### src/rtl/sft_pkg.sv
// rtl/sft_pkg.sv - shared state type, default sizes and helpers for the SFT frame sequencer
//
// Contents:
//   *_DEF localparams : default sizing used by sft_frame_sequencer parameters
//   sft_state_e       : sequencer state encoding, shared with sft_tx_handshake
//   wrap_inc()        : modulo increment used for the window column index
package sft_pkg;

   localparam int         NUM_BINS_DEF     = 8;
   localparam int         BIN_W_DEF        = 3;
   localparam int         WINDOW_WIDTH_DEF = 11;
   localparam int         COL_W_DEF        = 4;
   localparam int         TIME_W_DEF       = 8;
   localparam logic [7:0] SYNC_BYTE_DEF    = 8'hA5;

   typedef enum logic [3:0] {
      ST_IDLE,
      ST_ACCUM,
      ST_WAIT_CORE,
      ST_TX_ADDR,
      ST_TX_LOAD,
      ST_TX_WAIT_HI,
      ST_TX_WAIT_LO,
      ST_CLEAR,
      ST_ADVANCE
   } sft_state_e;

   // Increment that wraps to zero after modulo-1.
   function automatic int wrap_inc(input int value, input int modulo);
      return (value == modulo - 1) ? 0 : value + 1;
   endfunction

endpackage

### src/rtl/sft_tx_handshake.sv
// rtl/sft_tx_handshake.sv - one-byte tx_start/tx_busy handshake towards the byte transmitter
//
// Ports:
//   clk_i, rst_ni  : clock, synchronous active-low reset
//   req_i          : one-cycle request to send data_i (data_i valid from the next cycle on)
//   data_i         : byte to send, captured when the transmitter is idle
//   tx_busy_i      : transmitter busy
//   tx_start_o     : one-cycle start pulse, aligned with tx_data_o
//   tx_data_o      : registered byte to transmit
//   byte_done_o    : one-cycle pulse when tx_busy_i falls after the start
//   phase_d_o      : next handshake phase (ST_IDLE, ST_TX_LOAD, ST_TX_WAIT_HI, ST_TX_WAIT_LO)
module sft_tx_handshake
   import sft_pkg::*;
(
   input  logic       clk_i,
   input  logic       rst_ni,
   input  logic       req_i,
   input  logic [7:0] data_i,
   input  logic       tx_busy_i,
   output logic       tx_start_o,
   output logic [7:0] tx_data_o,
   output logic       byte_done_o,
   output sft_state_e phase_d_o
);

   sft_state_e phase_q, phase_d;
   logic       tx_start_q, tx_start_d;
   logic [7:0] tx_data_q, tx_data_d;

   always_ff @(posedge clk_i) begin
      if (!rst_ni) begin
         phase_q    <= ST_IDLE;
         tx_start_q <= 1'b0;
         tx_data_q  <= 8'h00;
      end else begin
         phase_q    <= phase_d;
         tx_start_q <= tx_start_d;
         tx_data_q  <= tx_data_d;
      end
   end

   always_comb begin
      phase_d     = phase_q;
      tx_start_d  = 1'b0;
      tx_data_d   = tx_data_q;
      byte_done_o = 1'b0;
      unique case (phase_q)
         ST_IDLE: begin
            if (req_i) phase_d = ST_TX_LOAD;
         end
         ST_TX_LOAD: begin
            // Start and data are both registered so they reach the transmitter together.
            if (!tx_busy_i) begin
               tx_data_d  = data_i;
               tx_start_d = 1'b1;
               phase_d    = ST_TX_WAIT_HI;
            end
         end
         ST_TX_WAIT_HI: begin
            if (tx_busy_i) phase_d = ST_TX_WAIT_LO;
         end
         ST_TX_WAIT_LO: begin
            if (!tx_busy_i) begin
               byte_done_o = 1'b1;
               phase_d     = ST_IDLE;
            end
         end
         default: phase_d = ST_IDLE;
      endcase
   end

   assign tx_start_o = tx_start_q;
   assign tx_data_o  = tx_data_q;
   assign phase_d_o  = phase_d;

endmodule

### src/rtl/sft_frame_sequencer.sv
// rtl/sft_frame_sequencer.sv - sequences accumulate, result streaming and column clear per sample
//
// Build option: SFT_SEQ_SYNC_HEADER_EN prefixes every frame with SYNC_BYTE.
//
// Ports:
//   clk, rst_n                   : clock, synchronous active-low reset
//   sample_valid/_data/_ready    : sample input handshake
//   core_start, core_sample      : accumulate request and latched sample
//   core_col, core_time          : current window column and time index
//   core_done                    : accumulate pass finished (used only while waiting for it)
//   core_clear                   : zero column core_col
//   bin_addr, bin_data           : result read port (one-cycle read latency)
//   tx_start, tx_data, tx_busy   : byte transmitter handshake
//   overrun, overrun_clr         : sticky sample-while-busy flag and its clear
module sft_frame_sequencer
   import sft_pkg::*;
#(
   parameter int         NUM_BINS     = NUM_BINS_DEF,
   parameter int         BIN_W        = BIN_W_DEF,
   parameter int         WINDOW_WIDTH = WINDOW_WIDTH_DEF,
   parameter int         COL_W        = COL_W_DEF,
   parameter int         TIME_W       = TIME_W_DEF,
   parameter logic [7:0] SYNC_BYTE    = SYNC_BYTE_DEF
) (
   input  logic              clk,
   input  logic              rst_n,
   input  logic              sample_valid,
   input  logic [7:0]        sample_data,
   output logic              sample_ready,
   output logic              core_start,
   output logic [7:0]        core_sample,
   output logic [COL_W-1:0]  core_col,
   output logic [TIME_W-1:0] core_time,
   input  logic              core_done,
   output logic              core_clear,
   output logic [BIN_W-1:0]  bin_addr,
   input  logic [7:0]        bin_data,
   output logic              tx_start,
   output logic [7:0]        tx_data,
   input  logic              tx_busy,
   output logic              overrun,
   input  logic              overrun_clr
);

`ifdef SFT_SEQ_SYNC_HEADER_EN
   localparam logic HDR_EN = 1'b1;
`else
   localparam logic HDR_EN = 1'b0;
`endif

   sft_state_e        state_q, state_d;
   logic [7:0]        core_sample_q, core_sample_d;
   logic [COL_W-1:0]  core_col_q, core_col_d;
   logic [TIME_W-1:0] core_time_q, core_time_d;
   logic [BIN_W-1:0]  bin_addr_q, bin_addr_d;
   logic              hdr_pend_q, hdr_pend_d;
   logic              overrun_q, overrun_d;

   logic              hs_req;
   logic [7:0]        hs_data;
   logic              byte_done;
   sft_state_e        hs_phase_d;
   logic              last_bin;
   logic              overrun_set;

   always_ff @(posedge clk) begin
      if (!rst_n) begin
         state_q       <= ST_IDLE;
         core_sample_q <= 8'h00;
         core_col_q    <= '0;
         core_time_q   <= '0;
         bin_addr_q    <= '0;
         hdr_pend_q    <= 1'b0;
         overrun_q     <= 1'b0;
      end else begin
         state_q       <= state_d;
         core_sample_q <= core_sample_d;
         core_col_q    <= core_col_d;
         core_time_q   <= core_time_d;
         bin_addr_q    <= bin_addr_d;
         hdr_pend_q    <= hdr_pend_d;
         overrun_q     <= overrun_d;
      end
   end

   assign last_bin = (bin_addr_q == BIN_W'(NUM_BINS - 1));

   // The header byte, when pending, goes out before bin 0 through the same handshake.
   assign hs_data = hdr_pend_q ? SYNC_BYTE : bin_data;

   always_comb begin
      state_d       = state_q;
      core_sample_d = core_sample_q;
      core_col_d    = core_col_q;
      core_time_d   = core_time_q;
      bin_addr_d    = bin_addr_q;
      hdr_pend_d    = hdr_pend_q;
      hs_req        = 1'b0;
      unique case (state_q)
         ST_IDLE: begin
            if (sample_valid) begin
               core_sample_d = sample_data;
               state_d       = ST_ACCUM;
            end
         end
         ST_ACCUM: begin
            state_d = ST_WAIT_CORE;
         end
         ST_WAIT_CORE: begin
            if (core_done) begin
               bin_addr_d = '0;
               hdr_pend_d = HDR_EN;
               state_d    = ST_TX_ADDR;
            end
         end
         ST_TX_ADDR: begin
            // bin_addr settled this cycle; bin_data is valid by the time the handshake loads.
            hs_req  = 1'b1;
            state_d = ST_TX_LOAD;
         end
         ST_TX_LOAD, ST_TX_WAIT_HI, ST_TX_WAIT_LO: begin
            // The handshake owns these phases; this FSM only decides what follows a byte.
            if (byte_done) begin
               if (hdr_pend_q) begin
                  hdr_pend_d = 1'b0;
                  state_d    = ST_TX_ADDR;
               end else if (last_bin) begin
                  state_d = ST_CLEAR;
               end else begin
                  bin_addr_d = bin_addr_q + BIN_W'(1);
                  state_d    = ST_TX_ADDR;
               end
            end else begin
               state_d = hs_phase_d;
            end
         end
         ST_CLEAR: begin
            state_d = ST_ADVANCE;
         end
         ST_ADVANCE: begin
            core_col_d  = COL_W'(wrap_inc(int'(core_col_q), WINDOW_WIDTH));
            core_time_d = core_time_q + TIME_W'(1);
            bin_addr_d  = '0;
            state_d     = ST_IDLE;
         end
         default: state_d = ST_IDLE;
      endcase
   end

   // A new violation in the same cycle as a clear keeps the flag set.
   assign overrun_set = sample_valid && !sample_ready;

   always_comb begin
      overrun_d = overrun_q;
      if (overrun_set)      overrun_d = 1'b1;
      else if (overrun_clr) overrun_d = 1'b0;
   end

   sft_tx_handshake u_tx_hs (
      .clk_i       (clk),
      .rst_ni      (rst_n),
      .req_i       (hs_req),
      .data_i      (hs_data),
      .tx_busy_i   (tx_busy),
      .tx_start_o  (tx_start),
      .tx_data_o   (tx_data),
      .byte_done_o (byte_done),
      .phase_d_o   (hs_phase_d)
   );

   assign sample_ready = rst_n && (state_q == ST_IDLE);
   assign core_start   = (state_q == ST_ACCUM);
   assign core_clear   = (state_q == ST_CLEAR);
   assign core_sample  = core_sample_q;
   assign core_col     = core_col_q;
   assign core_time    = core_time_q;
   assign bin_addr     = bin_addr_q;
   assign overrun      = overrun_q;

endmodule
### config.mk
export PLATFORM = sky130hd
export DESIGN_NAME = sft_frame_sequencer
export DESIGN_NICKNAME = d
export VERILOG_FILES = /design/src/rtl/sft_pkg.sv /design/src/rtl/sft_tx_handshake.sv /design/src/rtl/sft_frame_sequencer.sv
export SDC_FILE = /design/constraint.sdc
export NUM_CORES = 1
export LEC_CHECK = 0
export CELL_PAD_IN_SITES_DETAIL_PLACEMENT = 2
export CELL_PAD_IN_SITES_GLOBAL_PLACEMENT = 2
export CORE_UTILIZATION = 24
export CTS_BUF_LIST = sky130_fd_sc_hd__clkbuf_8
export DETAILED_ROUTE_END_ITERATION = 10
export GPL_ROUTABILITY_DRIVEN = 0
export HOLD_SLACK_MARGIN = 0.06
export PLACE_DENSITY = 0.74
export SYNTH_ARGS = -nofsm -noshare
export SYNTH_HDL_FRONTEND = slang
export SYNTH_SLANG_ARGS = --single-unit
export TNS_END_PERCENT = 20
### constraint.sdc
create_clock -name clk -period 1.81 [get_ports clk]
set_input_delay 0.2715 -clock clk [delete_from_list [all_inputs] [get_ports clk]]
set_output_delay 0.2715 -clock clk [all_outputs]
set_load 0.01 [all_outputs]
==> summary.md, run 1 <==
| Metric | Value |
|---|---|
| Reg-to-Reg Start | bin_addr[1] |
| Hold_sp | core_sample[0] |
| Sequential-to-total area share from yosys stat | 0.467 |
| Gr ovfl total | 0 |
| Dpl cells | between 300 and 400 |
| Wirelength, routed | 5370 µm |
| Initial standard-cell utilization of the core | 0.253 |
| Arrival time at the worst endpoint | roughly 1.9 ns |
| Clock Root Buffer | clkbuf_8 |
| Antenna-violating nets left | 0 |
| Netlist area before placement | between 1500 and 2000 µm² |
| # Max-Cap Violations | 0 |
| Count of final max-slew check failures | 0 |
| Top routing layer in use | met4 |
| Antenna diode count | 0 |
| Top achievable clock speed | roughly 590 MHz |
| Standby leakage power | between 1 and 1.5 nW |
| Top cell type's share of synthesized area | 0.467 |
| Number of hold-slack violations in the final timing report | 0 |
| Worst vdd ir | 0.326 mV |
| Number of buffers on the longest clock path | 2 |
| Final Non-Filler Cells | 370 |
| Clock H-tree levels | 2 |
| Avg Synthesized Cell Area | 8.61 µm² |
| Fill cell total of the finished layout | 771 |
| Number of nets in the layout | roughly 300 |
| Count of boundary I/O pins | just under 60 |
| Remaining DRCs | 0 |
| Largest cells by area after synthesis | dfxtp_1 47%, nand3_1 5.4%, a21oi_1 5.1% |
| Detailed-route via count | 1713 |
| Critical setup path kind | input port to flop |
| Vias in the first global route | 1827 |
| Count of warnings emitted by yosys | 0 |
| Synth Flop Type | dfxtp_1 |
| Wire length per cell after detailed routing | ~15 µm |
| Worst Path Required | 2.03 ns |
| Number of violations reported at the end of detailed-routing iteration 0 | 45 |
| Most instantiated cells after synthesis | 41 x dfxtp_1, 23 x nor2_1, 19 x nand3_1 |
| Met3 wire length | between 200 and 250 µm |
| Unrepaired setup endpoints after global routing | yes |
| GR Util All Layers | 0.152 |
| Crit path capture type | flop |
| Synthesized Nets | roughly 230 |
| Synthesis-to-layout area growth | 51.4% |
| Number of optimization iterations in the first detailed-route pass | 4 |
| Pwr Density | 720 nW/µm² |
| Biggest area consumer among synthesized cells | dfxtp_1 |
| WL met2 | approximately 2700 µm |
| Die outline area | 7670 µm² |
| CP startpoint kind | input port |
| Met1 wire length | 2370 µm |
| CTS tree | done |
| Result of the run | finished clean |
| Period utilization | 0.942 |
| Area inside the core boundary | 6940 µm² |
| Global-route wire length before repair | 8850 µm |
| Die Y-Extent | between 80 and 90 µm |
| Clock tree skew after final layout | 0.00754 ns |
| Total setup buffers inserted after CTS | 0 |
| Largest net degree at the start of global routing | 16 |
| Number of storage elements in the synthesis netlist | 41 |
| Register Area | slightly above 800 µm² |
| Power, Total | approximately 1.9 mW |
| DP HPWL | just under 4000 µm |
| Total area of multi-input combinational cells | 882 µm² |
| Fraction of registers with async set or reset after synthesis | 0 |
| Final period demand of the worst path | 1.71 ns |
| Number of enable-type register cells in the synthesized netlist | 0 |
| Number of buffers created by CTS | 5 |
| Setup violation total in the final timing report | 0 |
| Port bufs | 57 |
| Most common cell in the netlist | dfxtp_1 |
| Worst Path Max Fanout | 2 |
| Yosys cell types | 36 |
| Clk Latency, worst-skew pair | 0.29 ns |
| Clock slew at the register clock pins of the worst setup and hold paths | approximately 0.08 ns |
| Number of antenna violations at the first check in global routing | 0 |
| Avg Vias per Cell | 4.63 |
| Proportion of layout cells with a drive suffix above 1 | 0.139 |
| Crit path from | tx_busy |
| Row count | 30 |
| Horizontal die dimension | between 80 and 90 µm |
| Number of clock sinks | 41 |
| Post-CTS Hold Buffers | 0 |
| Worst min-delay path class | flop to flop |
| Post-synthesis instance total | 204 |
sequential cells by signal, indices dropped and copies added (netlist names):
register and cells:
bin_addr 3, u_tx_hs.tx_start_o 1, core_sample 8, u_tx_hs.tx_data_o 8, u_tx_hs.phase_q 4, core_time 8, state_q 4, overrun 1
core_col 4
power breakdown:
group	total, mW	internal, mW	leakage [nW]	switching (mW)
sequential	0.944	0.926	0.333	0.0187
clock	0.720	0.401	0.0540	0.318
combinational	0.251	0.138	0.631	0.113
total	1.91	1.47	1.02	0.450
cells by family after synthesis:
kind of cell / count (synthesis) / synth area share
AOI/OAI and AO/OA: 33 / 0.105
xor gates and xnor gates: 9 / 0.0449
adders and majority gates: 3 / 0.0214
buffers and inverters: 18 / 0.0413
DFF: 41 / 0.467
muxes: 9 / 0.0513
other: 1 / 0.00213
and+or+nand+nor: 90 / 0.266
timing repair:
| action | 4_1_cts | 5_1_grt |
|---|---|---|
| pin swaps | 0 | 1 |
| gates resized for setup | 7 | 3 |
| setup endpoints to repair | 3 | 6 |
| hold endpoints to repair | 0 | 0 |
| gates cloned | 0 | 0 |
cell type report:
| cell class | instances | share of cell area |
|---|---|---|
| clock buffer | 5 | 0.0259 |
| clock inverter | 2 | 0.0132 |
| inverter | 5 | 0.00706 |
| multi-input combinational | 145 | 0.332 |
| sequential | 41 | 0.310 |
| tap | 96 | 0.0452 |
| timing repair buffer | 76 | 0.267 |
cell usage in the layout (no fill, tap or decap), types with 2 or more instances in the layout:
cell type and instances:
a21oi_1 18, nand4_1 4, o21ai_0 7, a31oi_1 3, nor2_1 23, dfxtp_1 38, xnor2_1 6, nor3_1 9
or3b_1 2, inv_1 4, mux2i_1 9, dlygate4sd2_1 2, clkdlybuf4s50_1 54, nor4_4 2, xor2_1 3, buf_4 19
nand2b_1 4, clkbuf_8 5, nand3_1 19, nand2_1 17, ha_1 3, o211ai_1 2, dfxtp_2 3
per-layer routing:
| layer | global-route usage | vias to the layer above |
|---|---|---|
| li1 | - | 839 |
| met1 | 0.177 | 827 |
| met2 | 0.273 | 42 |
| met3 | 0.0386 | 5 |
| met4 | 0.0492 | 0 |
| met5 | 0 | - |
worst paths after layout:
kind / slack, ns / end / depth (start not counted)
worst max-delay path: 0.10 / bin_addr[0] / 5
worst min-delay path: 0.46 / core_sample[0] / 2
worst max register to register: 0.11 / bin_addr[0] / 5
worst min register to register: 0.46 / core_sample[0] / 2
through the flow:
step	cell area, µm²	worst slack [ns]	hold WS (ns)	setup TNS (ns)	utilization
after floorplan	1760	0.0674	0.400	0	-
after global placement	2540	-0.160	0.442	-0.276	0.365
after detailed placement	2540	-0.222	0.453	-0.413	0.365
after CTS	2650	0.0459	0.465	0	0.381
after global routing	2660	-0.0178	0.486	-0.0178	0.383
final	2660	0.104	0.458	0	0.383
critical path, stage by stage:
cell	delay [ns]
clkdlybuf4s50_1	0.42
or3b_1	0.37
or3_1	0.37
or3b_1	0.36
a31oi_1	0.14
Note: power is estimated with default switching activity, not from simulation.
==> run 2: changes to the inputs <==
--- a/config.mk
+++ b/config.mk
@@ -5,14 +5,15 @@
 export SDC_FILE = /design/constraint.sdc
 export NUM_CORES = 1
 export LEC_CHECK = 0
+export ABC_CLOCK_PERIOD_IN_PS = 1700
 export CELL_PAD_IN_SITES_DETAIL_PLACEMENT = 2
 export CELL_PAD_IN_SITES_GLOBAL_PLACEMENT = 2
-export CORE_UTILIZATION = 24
+export CORE_UTILIZATION = 27
 export CTS_BUF_LIST = sky130_fd_sc_hd__clkbuf_8
 export DETAILED_ROUTE_END_ITERATION = 10
 export GPL_ROUTABILITY_DRIVEN = 0
 export HOLD_SLACK_MARGIN = 0.06
-export PLACE_DENSITY = 0.74
+export PLACE_DENSITY = 0.79
 export SYNTH_ARGS = -nofsm -noshare
 export SYNTH_HDL_FRONTEND = slang
 export SYNTH_SLANG_ARGS = --single-unit
==> constraint.sdc (replaced) <==
create_clock -name clk -period 1.7 [get_ports clk]
set_input_delay 0.255 -clock clk [delete_from_list [all_inputs] [get_ports clk]]
set_output_delay 0.255 -clock clk [all_outputs]
set_load 0.01 [all_outputs]
==> summary.md, run 2 (synthesis results as in run 1) <==
| Metric | Value |
|---|---|
| Result of the run | finished with violations |
| Violations in the final reports | setup timing |
| Antenna diode count | 0 (unchanged) |
| Top achievable clock speed | 583 MHz |
| Worst path max stage delay | 0.42 ns (about the same) |
| Die outline area | 6830 µm² (-11%) |
| Number of hold-slack violations in the final timing report | 0 (unchanged) |
| Largest net degree at the start of global routing | 14 (-2) |
| Leading cell type in the layout, fill and taps excluded | clkdlybuf4s50_1 |
| Wirelength, routed | 5100 µm (-4.9%) |
| Count of final max-slew check failures | 0 (unchanged) |
| Worst Path Required | 1.92 ns (-0.11 ns) |
| Die Y-Extent | 82.7 µm (-5.6%) |
| Final period demand of the worst path | 1.72 ns |
| Antenna-violating nets left | 0 (unchanged) |
| Remaining DRCs | 0 (unchanged) |
| Horizontal die dimension | 82.7 µm (-5.6%) |
| Clock slew at the register clock pins of the worst setup and hold paths | 0.08 ns (about the same) |
| Cell area after placement | 2580 µm² (+1.7%) |
| Number of buffers on the longest clock path | 2 (unchanged) |
| Synthesis-to-layout area growth | 53.1% |
| Gr ovfl total | 0 (unchanged) |
| Critical setup path kind | input port to flop |
| Clock tree skew after final layout | 0.00462 ns (-0.00292 ns) |
| Avg Vias per Cell | 4.88 (+5.4%) |
| CP startpoint kind | input port |
| Area inside the core boundary | 6310 µm² (-9.1%) |
| Global-route wire length before repair | 8600 µm (-2.8%) |
| Worst-path cell chain | clkdlybuf4s50_1 > or3b_4 > or3_4 > or3b_1 > a31oi_1 |
| Register-to-register path setup slack | 0.01 ns (-0.10 ns) |
| DP HPWL | 3840 µm (-3.5%) |
| Clock H-tree levels | 2 (unchanged) |
| Port bufs | 57 (unchanged) |
| Count of boundary I/O pins | 58 (unchanged) |
| Post-route standard cell area excluding fillers | 2690 µm² (+1.1%) |
| Number of nets in the layout | 302 (+1.0%) |
| Detailed-route via count | 1733 (+1.2%) |
| Number of buffers created by CTS | 5 (unchanged) |
| Crit path capture type | flop |
| Wire length per cell after detailed routing | 14.4 µm (-0.92%) |
| Unrepaired setup endpoints after global routing | yes |
| Slowest cell on the critical path | clkdlybuf4s50_1 |
| Clock Root Buffer | clkbuf_8 |
| Vias in the first global route | 1776 (-2.8%) |
| Initial standard-cell utilization of the core | 0.278 (+0.0253) |
| CTS tree | done |
| Commonest cells after routing, fill and taps aside | 54 x clkdlybuf4s50_1, 33 x dfxtp_1, 23 x nor2_1 |
| Period utilization | 1.01 |
| Setup total negative slack | -0.0155 ns (-0.0155 ns) |
| Worst Path Max Fanout | 2 (unchanged) |
| Pwr Density | 708 nW/µm² (-1.7%) |
| GR Util All Layers | 0.166 (+0.0140) |
| Setup WS post-layout | -0.0155 ns (-0.120 ns) |
| Setup violation total in the final timing report | 1 (+1) |
| Standby leakage power | 1.04 nW (+2.5%) |
| Number of violations reported at the end of detailed-routing iteration 0 | 26 (-42%) |
| Arrival time at the worst endpoint | 1.93 ns (about the same) |
| Number of optimization iterations in the first detailed-route pass | 4 (unchanged) |
| Worst vdd ir | 0.316 mV (-2.8%) |
| Number of antenna violations at the first check in global routing | 0 (unchanged) |
| # Max-Cap Violations | 0 (unchanged) |
| Row count | 29 (-3.3%) |
| Number of clock sinks | 41 (unchanged) |
| Critical path buffers and inverters | 1 (unchanged) |
| Clk Latency, worst-skew pair | 0.30 ns (about the same) |
| Post-CTS Hold Buffers | 0 (unchanged) |
| Worst min-delay path class | flop to flop |
| Proportion of layout cells with a drive suffix above 1 | 0.187 (+0.0484) |
| Top Family by Delay on Critical Path | simple AND/OR/NAND/NOR gates |
run 2: power breakdown:
group	internal [mW]	total, mW	switching (mW)
clock network	0.285	0.640	0.356
logic	0.144	0.258	0.114
registers	0.984	1.00	0.0203
total	1.41	1.90	0.490
run 2: path summary, 6_finish.rpt:
check,startpoint,to,depth (start not counted)
worst min-delay path,u_tx_hs.phase_q[3],u_tx_hs.phase_q[2],1
worst max-delay path,tx_busy,bin_addr[0],5
worst min register to register,u_tx_hs.phase_q[3],u_tx_hs.phase_q[2],1
worst max register to register,bin_addr[0],bin_addr[0],5
run 2: cell type report:
class,instances,area [µm²]
clock buffer,5,68.8
fill,713,3620
tap,77,96.3
inverter,5,18.8
sequential,41,836
multi-input combinational,145,905
clock inverter,3,16.3
timing repair buffer,79,748
run 2: worst reg2reg max path: stages (launching register included):
cell and delay (ns):
dfxtp_4 0.38, ha_4 0.16, ha_2 0.18, or3_4 0.39
or3b_1 0.36, a31oi_1 0.15
run 2: metrics by stage:
| stage | setup slack [ns] | hold WS [ns] | utilization | power (mW) | cells |
|---|---|---|---|---|---|
| final | -0.0155 | 0.455 | 0.426 | 1.90 | 355 |
| after global routing | -0.114 | 0.483 | 0.426 | 2.01 | 355 |
| after CTS | -0.247 | 0.463 | 0.424 | 1.95 | 355 |
| after detailed placement | -0.399 | 0.451 | 0.408 | 1.29 | 347 |
| after global placement | -0.285 | 0.442 | 0.408 | 1.28 | 347 |
| after floorplan | -0.00801 | 0.376 | - | 1.13 | 204 |
run 2: timing repair:
action	in CTS	in global routing
resized for setup	7	7
endpoints found under the setup margin	4	7
pin swaps	1	1
setup buffers	0	0
hold endpoints to repair	0	0
run 2: routing by layer:
layer,wire length [µm],up-vias,global-route usage,share of wire
met5,0,-,0,0
met4,52,0,0.0466,0.010
met3,370,5,0.0582,0.072
met2,2460,46,0.277,0.48
met1,2220,830,0.202,0.43
li1,-,852,-,-
==> run 3: changes to the inputs <==
--- a/config.mk
+++ b/config.mk
@@ -5,7 +5,7 @@
 export SDC_FILE = /design/constraint.sdc
 export NUM_CORES = 1
 export LEC_CHECK = 0
-export ABC_CLOCK_PERIOD_IN_PS = 1700
+export ABC_CLOCK_PERIOD_IN_PS = 1600
 export CELL_PAD_IN_SITES_DETAIL_PLACEMENT = 2
 export CELL_PAD_IN_SITES_GLOBAL_PLACEMENT = 2
 export CORE_UTILIZATION = 27
@@ -13,7 +13,8 @@
 export DETAILED_ROUTE_END_ITERATION = 10
 export GPL_ROUTABILITY_DRIVEN = 0
 export HOLD_SLACK_MARGIN = 0.06
-export PLACE_DENSITY = 0.79
+export PLACE_DENSITY = 0.8
+export SKIP_LAST_GASP = 1
 export SYNTH_ARGS = -nofsm -noshare
 export SYNTH_HDL_FRONTEND = slang
 export SYNTH_SLANG_ARGS = --single-unit
==> constraint.sdc (replaced) <==
create_clock -name clk -period 1.6 [get_ports clk]
set_input_delay 0.24 -clock clk [delete_from_list [all_inputs] [get_ports clk]]
set_output_delay 0.24 -clock clk [all_outputs]
set_load 0.01 [all_outputs]
==> summary.md, run 3 (synthesis results as in run 1) <==
| Metric | Value |
|---|---|
| Worst vdd ir | 0.539 mV (+70%) |
| Antenna diode count | 0 (unchanged) |
| Row count | 29 (unchanged) |
| Clock slew at the register clock pins of the worst setup and hold paths | 0.07 ns (about the same) |
| Reg-to-Reg Start | bin_addr[0] |
| Fill cell total of the finished layout | 716 (+0.42%) |
| Crit path capture type | flop |
| Die outline area | 6830 µm² (unchanged) |
| # Max-Cap Violations | 0 (unchanged) |
| Clock tree skew after final layout | 0.00850 ns (+0.00388 ns) |
| Number of optimization iterations in the first detailed-route pass | 4 (unchanged) |
| Violations in the final reports | setup timing |
| Standby leakage power | 1.11 nW (+5.9%) |
| Vias in the first global route | 1874 (+5.5%) |
| Leading cell type in the layout, fill and taps excluded | clkdlybuf4s50_1 |
| Flop pwr share | 0.511 (-0.017) |
| Wire length per cell after detailed routing | 15.5 µm (+8.0%) |
| Number of antenna violations at the first check in global routing | 0 (unchanged) |
| Synthesis-to-layout area growth | 59.5% |
| Number of violations reported at the end of detailed-routing iteration 0 | 46 (+77%) |
| Worst Path Required | 1.82 ns (-0.10 ns) |
| Number of buffers created by CTS | 5 (unchanged) |
| Die Y-Extent | 82.7 µm (unchanged) |
| Clock H-tree levels | 2 (unchanged) |
| Detailed-route via count | 1793 (+3.5%) |
| Count of boundary I/O pins | 58 (unchanged) |
| Largest net degree at the start of global routing | 13 (-1) |
| Number of nets in the layout | 314 (+4.0%) |
| Gr ovfl total | 0 (unchanged) |
| Period utilization | 1.04 |
| Proportion of power drawn by the clock network | 0.349 (+0.012) |
| End point of the worst hold path | u_tx_hs.phase_q[1] |
| Critical setup path kind | flop to flop |
| Number of buffers on the longest clock path | 2 (unchanged) |
| Part of the total power dissipated in combinational logic | 0.140 (+0.004) |
| Post-CTS Hold Buffers | 0 (unchanged) |
| Clk Latency, worst-skew pair | 0.31 ns (about the same) |
| Setup total negative slack | -0.163 ns (-0.147 ns) |
| CP startpoint kind | flop |
| Area inside the core boundary | 6310 µm² (unchanged) |
| Number of clock sinks | 41 (unchanged) |
| Worst min-delay path class | input port to flop |
| Internal portion of total power | 1.55 mW (+9.8%) |
| Total setup buffers inserted after CTS | 0 (unchanged) |
| Avg Vias per Cell | 4.90 (+0.35%) |
| Port bufs | 57 (unchanged) |
| Pwr Density | 744 nW/µm² (+5.1%) |
| Switching power | 533 µW (+8.9%) |
| GR Util All Layers | 0.174 (+0.00774) |
| Setup violation total in the final timing report | 7 (+6) |
| Clock Root Buffer | clkbuf_8 |
| Hold_sp | tx_busy |
| CTS tree | done |
| Commonest cells after routing, fill and taps aside | 53 x clkdlybuf4s50_1, 34 x dfxtp_1, 32 x buf_4 |
| Top achievable clock speed | 603 MHz |
| Result of the run | finished with violations |
| Reg2Reg Capture Point | bin_addr[0] |
| Register-to-register path setup slack | -0.06 ns (-0.07 ns) |
| Worst Path Max Fanout | 2 (unchanged) |
| Antenna-violating nets left | 0 (unchanged) |
| Remaining DRCs | 0 (unchanged) |
| Setup WS post-layout | -0.0572 ns (-0.0417 ns) |
| Number of stages on the worst hold path | 4 (+3) |
| Global-route wire length before repair | 8830 µm (+2.6%) |
| DP HPWL | 4020 µm (+4.7%) |
| Proportion of layout cells with a drive suffix above 1 | 0.221 (+0.0344) |
| Initial standard-cell utilization of the core | 0.278 (unchanged) |
| Power, Total | 2.08 mW (+9.5%) |
| Arrival time at the worst endpoint | 1.88 ns (-0.05 ns) |
| Share of total power consumed by net switching | 0.256 (-0.00157) |
| Number of cell instances on the worst register-to-register path | 5 (unchanged) |
| Unrepaired setup endpoints after global routing | yes |
| Final period demand of the worst path | 1.66 ns |
| Number of hold-slack violations in the final timing report | 0 (unchanged) |
| Count of final max-slew check failures | 0 (unchanged) |
| Wirelength, routed | 5690 µm (+11%) |
| Horizontal die dimension | 82.7 µm (unchanged) |
==> run 3: changes by cell type in the layout (fill, tap and decap cells not counted), sizes merged <==
cell,delta
clkinv,-2
clkdlybuf4s15,+1
clkdlybuf4s50,-1
buf,+12
clkbuf,+1
==> run 3: critical path: stages, from the launching register on <==
cell,delay (ns)
dfxtp_4,0.36
ha_4,0.16
ha_4,0.16
or3_4,0.38
or3b_1,0.38
a31oi_1,0.15
==> run 3: worst max path at each step <==
stage / slack, ns / endpoint / start
after floorplan: -0.11 / bin_addr[0] / bin_addr[0]
after global placement: -0.37 / bin_addr[0] / tx_busy
after detailed placement: -0.43 / bin_addr[0] / tx_busy
after CTS: -0.20 / sample_ready / state_q[0]
after global routing: -0.15 / bin_addr[0] / state_q[3]
final: -0.06 / bin_addr[0] / bin_addr[0]
==> run 3: power by group through the flow <==
stage / registers, mW / clock network [mW] / logic [mW]
after floorplan: 1.09 / 0 / 0.115
after global placement: 1.09 / 0 / 0.287
after detailed placement: 1.09 / 0 / 0.294
after CTS: 1.07 / 0.757 / 0.299
after global routing: 1.07 / 0.798 / 0.322
final: 1.07 / 0.727 / 0.292
==> run 3: repair_timing <==
item / 4_1_cts / 5_1_grt
pin swaps: 1 / 5
setup endpoints to repair: 11 / 23
hold endpoints to repair: 0 / 0
resized for setup: 9 / 8
==> run 3: cell type report <==
type                    count  area, µm²  area share
flip-flops and latches     41        832       0.297
clock inverters             1       6.26     0.00223
clock buffers               6       82.6      0.0295
inverters                   5       18.8     0.00670
multi-input cells         145        927       0.331
well taps                  77       96.3      0.0344
repair buffers             91        838       0.299
==> run 3: stage by stage <==
stage | cell area, µm² | hold slack (ns) | worst slack [ns] | util | instances
2_1_floorplan | 1780 | 0.361 | -0.108 | - | 204
3_3_place_gp | 2670 | 0.441 | -0.369 | 0.423 | 359
3_5_place_dp | 2670 | 0.453 | -0.432 | 0.423 | 359
4_1_cts | 2770 | 0.466 | -0.198 | 0.439 | 366
5_1_grt | 2800 | 0.364 | -0.152 | 0.444 | 366
6_report | 2800 | 0.352 | -0.0572 | 0.444 | 366
==> run 3: metal layers <==
metal,GRT usage,vias to the layer above,part of all wire
met3,0.0527,10,0.059
met4,0.0759,0,0.022
met1,0.209,857,0.45
met5,0,-,0
met2,0.286,52,0.47
li1,-,874,-
